**src/rtl/gearbox_pkg.sv**
```systemverilog
// -----------------------------------------------------------------------------
// gearbox_pkg
// Shared definitions for the 2x gearbox pair (gearbox_upsizing_2x and
// gearbox_downsizing_2x): default beat size, a byte type and the FSM state
// encoding used by both width converters.
// -----------------------------------------------------------------------------
package gearbox_pkg;

  // Default number of bytes in a narrow beat; the wide word is twice this.
  localparam int N_DEFAULT = 5;

  typedef logic [7:0] byte_t;

  // EMPTY : nothing held
  // HI    : upper half of the held word is being presented
  // LO    : lower half of the held word is being presented
  typedef enum logic [1:0] {
    EMPTY = 2'd0,
    HI    = 2'd1,
    LO    = 2'd2
  } gb_state_e;

endpackage : gearbox_pkg

```
**src/rtl/gearbox_downsizing_2x.sv**
```systemverilog
// -----------------------------------------------------------------------------
// gearbox_downsizing_2x
// AXI-Stream width converter: each 2n-byte input word is emitted as two
// n-byte beats, upper half first, lower half second. Inverse of
// gearbox_upsizing_2x, so up->down chaining reproduces the byte stream.
//
// Ports
//   aclk        in   clock, all state on the rising edge
//   areset      in   asynchronous active-high reset
//   in_tdata    in   2*nb  wide word; [2nb-1:nb] goes out first
//   in_tvalid   in   input word valid
//   in_tready   out  input word accepted (combinational from state/out_tready)
//   in_tlast    in   word is last of packet
//   out_tdata   out  nb    narrow beat
//   out_tvalid  out  beat valid
//   out_tready  in   downstream accepts beat
//   out_tlast   out  beat is last of packet (lower half of a tlast word only)
// -----------------------------------------------------------------------------
module gearbox_downsizing_2x
  import gearbox_pkg::*;
#(
  parameter int n = N_DEFAULT
) (
  input  logic              aclk,
  input  logic              areset,
  input  logic [2*n*8-1:0]  in_tdata,
  input  logic              in_tvalid,
  output logic              in_tready,
  input  logic              in_tlast,
  output logic [n*8-1:0]    out_tdata,
  output logic              out_tvalid,
  input  logic              out_tready,
  output logic              out_tlast
);

  localparam int nb = n * 8;

  gb_state_e         r_state;
  logic [2*nb-1:0]   r_hold;
  logic              r_hold_last;
  logic [nb-1:0]     r_out_tdata;
  logic              r_out_tvalid;
  logic              r_out_tlast;

  logic              w_in_fire;

  // A new word can be taken when idle, or when the lower half is leaving
  // this cycle; the latter gives back-to-back words with no bubble.
  assign in_tready = ~areset & ((r_state == EMPTY) |
                                ((r_state == LO) & out_tready));
  assign w_in_fire = in_tvalid & in_tready;

  // Outputs are registered: they are updated together with the state so the
  // beat presented always matches the state that will be left on handshake.
  always_ff @(posedge aclk or posedge areset) begin
    if (areset) begin
      r_state      <= EMPTY;
      r_hold       <= '0;
      r_hold_last  <= 1'b0;
      r_out_tdata  <= '0;
      r_out_tvalid <= 1'b0;
      r_out_tlast  <= 1'b0;
    end else begin
      case (r_state)
        EMPTY: begin
          if (w_in_fire) begin
            r_hold       <= in_tdata;
            r_hold_last  <= in_tlast;
            r_out_tdata  <= in_tdata[2*nb-1:nb];
            r_out_tvalid <= 1'b1;
            r_out_tlast  <= 1'b0;
            r_state      <= HI;
          end
        end

        HI: begin
          // Upper half accepted: present the lower half and the word's tlast.
          if (out_tready) begin
            r_out_tdata <= r_hold[nb-1:0];
            r_out_tlast <= r_hold_last;
            r_state     <= LO;
          end
        end

        LO: begin
          if (out_tready) begin
            if (w_in_fire) begin
              r_hold       <= in_tdata;
              r_hold_last  <= in_tlast;
              r_out_tdata  <= in_tdata[2*nb-1:nb];
              r_out_tvalid <= 1'b1;
              r_out_tlast  <= 1'b0;
              r_state      <= HI;
            end else begin
              // Data is left at the last held value so it is never X.
              r_out_tvalid <= 1'b0;
              r_out_tlast  <= 1'b0;
              r_state      <= EMPTY;
            end
          end
        end

        default: begin
          r_out_tvalid <= 1'b0;
          r_out_tlast  <= 1'b0;
          r_state      <= EMPTY;
        end
      endcase
    end
  end

  assign out_tdata  = r_out_tdata;
  assign out_tvalid = r_out_tvalid;
  assign out_tlast  = r_out_tlast;

endmodule : gearbox_downsizing_2x

```
**config.mk**
```make
export PLATFORM = sky130hd
export DESIGN_NAME = gearbox_downsizing_2x
export DESIGN_NICKNAME = d
export VERILOG_FILES = /design/src/rtl/gearbox_pkg.sv /design/src/rtl/gearbox_downsizing_2x.sv
export SDC_FILE = /design/constraint.sdc
export NUM_CORES = 1
export LEC_CHECK = 0
export CORE_MARGIN = 4
export CORE_UTILIZATION = 35
export DETAILED_ROUTE_END_ITERATION = 8
export GPL_TIMING_DRIVEN = 0
export PLACE_DENSITY = 0.7
export SLEW_MARGIN = 30
export SYNTH_ARGS = -nofsm -noshare
export SYNTH_HDL_FRONTEND = slang
export SYNTH_SLANG_ARGS = --single-unit
```
**constraint.sdc**
```tcl
create_clock -name aclk -period 7.6 [get_ports aclk]
set_clock_uncertainty 0.1 [all_clocks]
set_input_delay 1.9 -clock aclk [delete_from_list [all_inputs] [get_ports aclk]]
set_output_delay 1.9 -clock aclk [all_outputs]
set_load 0.05 [all_outputs]
```
==> out/qor.csv, run 1 <==
metric;value;unit
run_status;completed;
cts_hold_buf;0;
cap_violations;0;
ys_seq_elements;85;
finalMaxSlewViolations;0;
initial_core_util;35.7;%
synth_top_area_cell;dfrtp_1;
die_area;12700;µm²
place_congestion;0.747;
p_total;1980;µW
grt_overflow;0;
cts.sink_count;85;
wire_per_inst;16.7;µm
finalSetupTns;0;ps
hold_violations;0;
layout_common_cells;clkdlybuf4s50_1 (127), dfrtp_1 (85), mux2_2 (71), mux2_4 (37), mux2_1 (13);
first_pass_iters;4;
die_w;113;µm
cts_setup_buffers;0;
top_layer_used;met4;
final_cells;522;
cp.depth;4;
yosys.area.top_type_share;55.2;%
grt_pass1_wl;14.1;mm
combPwrFrac;48.9;%
final_util;51.0;%
crit_family;buffers and inverters;
layout_commonest_cell;clkdlybuf4s50_1;
via_count;2413;
grt_max_degree;62;
cts_buffers;9;
tightest_slew;542;ps
dpl-instance-area;5330;µm²
synthCells;240;
p_int;1200;µW
drive_gt1_share;36.1;%
crit_path_end_kind;output pin;
synth.area.top_cells;dfrtp_1 (55%), mux2_2 (21%), mux2_4 (14%), mux2_1 (3.8%), buf_2 (1.2%);
maxSlewHeadroom;63.8;%
htree_num_levels;3;
fillers;970;
final_nets;464;
fmax;178;MHz
worst_path_max_delay_cell;clkdlybuf4s50_1;
cp-start-kind;primary input;
drcViolationCount;0;
grtUsageTotal;14.2;%
met2_length;4.19;mm
p_sw;777;µW
path_clk_slew;80;ps
postSynthAreaPerCell;16.0;µm²
regToRegSetupSlack;5530;ps
switching_share;39.2;%
rr_worst_depth;6;
cp_cell_sequence;clkdlybuf4s50_1, nor2b_1, nor3_1, clkdlybuf4s50_1;
seq_power_share;35.8;%
first_global_vias;2754;
syn_area;3850;µm²
drt_iter0_drc;55;
num_io_pins;128;
syn_to_final_growth;43.1;%
final.period_utilization;73.8;%
min_path_type;reg2reg;
clkPwrFrac;15.3;%
critPathKind;in2out;
cts_tree;yes;
wl_met3;620;µm
vias_per_cell;4.62;
cts_resized;0;
synth_cell_types;23;
ys_seq_area_share;55.2;%
max_stage_delay;850;ps
powerDensity;360;nW/µm²
io_buffers;127;
clockRootBuffer;clkbuf_8;
design.core.area;10800;µm²
rsz0062_at_grt;no;
crit_arrival;3610;ps
placedCellCount;508;
setup-violations-final;0;
antenna_found_initial;0;
wl_met1;3.81;mm
dp_hpwl;6.21;mm
hold_depth;1;
ant_nets;0;
period_minus_slack;5610;ps
peakVddDrop;205;µV
crit_fanout;7;
wl;8.71;mm
clock_path_buffers;2;
p_leak;0.00239;µW
clk_latency;340;ps
rows;38;
syn-num-nets;325;
ys_warn_count;0;
finalInstanceArea;5510;µm²
path_buf_inv;2;
antenna_cells;0;
fp.dieH;113;µm
crit_top_cell;clkdlybuf4s50_1;
worstPathRequired;5600;ps
## registers in the layout, summed over array words and instances (netlist names)
register / flops
out_tdata: 40
r_hold: 40
r_state: 2
out_tlast: 1
out_tvalid: 1
r_hold_last: 1
## power groups by stage
stage | sequential [µW] | combinational [µW] | clock (µW)
after floorplan | 1070 | 290 | 0
after global placement | 710 | 967 | 0
after detailed placement | 716 | 979 | 0
after CTS | 710 | 982 | 320
after global routing | 731 | 1010 | 341
final | 709 | 968 | 304
## area by class of cell
type	count	area, µm²	area share, %
Buffer	15	101	1.84
Clock buffer	12	145	2.63
Clock inverter	2	35.0	0.636
Inverter	2	12.5	0.227
Multi-Input combinational cell	138	1610	29.3
Sequential cell	85	2130	38.6
Tap cell	140	175	3.18
Timing Repair Buffer	128	1300	23.6
## cells in the mapped netlist, drive strengths merged
master,instances
nand2b,2
or4,1
dfrtp,85
nor3,1
o41ai,1
nor2,1
nand3b,1
buf,14
inv,2
o32ai,1
mux2,121
clkbuf,1
nor2b,1
nand2,3
a31o,1
o21ai,3
mux2i,1
## cell families (layout without fill, tap and decap cells)
kind of cell           Yosys count  count (layout)  share of synthesized area (%)
and+or+nand+nor                 10              10                           1.40
AOI/OAI and AO/OA                6               6                           1.27
buffers and inverters           17             159                           2.83
muxes                          122             122                           39.3
DFF                             85              85                           55.2
## stage by stage
stage | hold slack [ps] | setup WS [ps]
after CTS | 397 | 1980
after detailed placement | 369 | 1970
after floorplan | 360 | 2600
final | 393 | 1990
after global routing | 414 | 1890
after global placement | 364 | 1890
## final timing paths
path | to | startpoint
min in group asynchronous | r_hold[3] | areset
max | in_tready | out_tready
max in group asynchronous | out_tdata[23] | areset
min reg2reg | r_hold[9] | r_hold[9]
min | r_hold[9] | r_hold[9]
max reg2reg | out_tdata[33] | r_state[0]
## per-layer routing
layer	global-route usage (%)	up-vias
met5	0	-
met4	4.09	0
met3	5.29	8
met2	22.9	76
met1	17.8	1200
li1	-	1129
## worst reg2reg max path, cell delays in order, from the launching register on
cell and delay [ps]:
dfrtp_1 360, buf_2 170, nand2b_1 80, clkbuf_1 260, buf_2 360, mux2_2 380
mux2_2 260
Note: power is estimated with default switching activity, not from simulation.
==> inputs of run 2 (changes only) <==
Clock period 7.6 ns to 5.85 ns, I/O delays scaled along.
==> results of run 2 <==
Same layout as run 1 (identical final DEF). Status: completed.
Main changes from that run: setup slack after placement 1970 ps -> 1090 ps; setup slack after layout 1990 ps -> 1120 ps; register-to-register setup slack 5530 ps -> 3780 ps; total power 1980 µW -> 2570 µW; worst IR drop on VDD 205 µV -> 266 µV
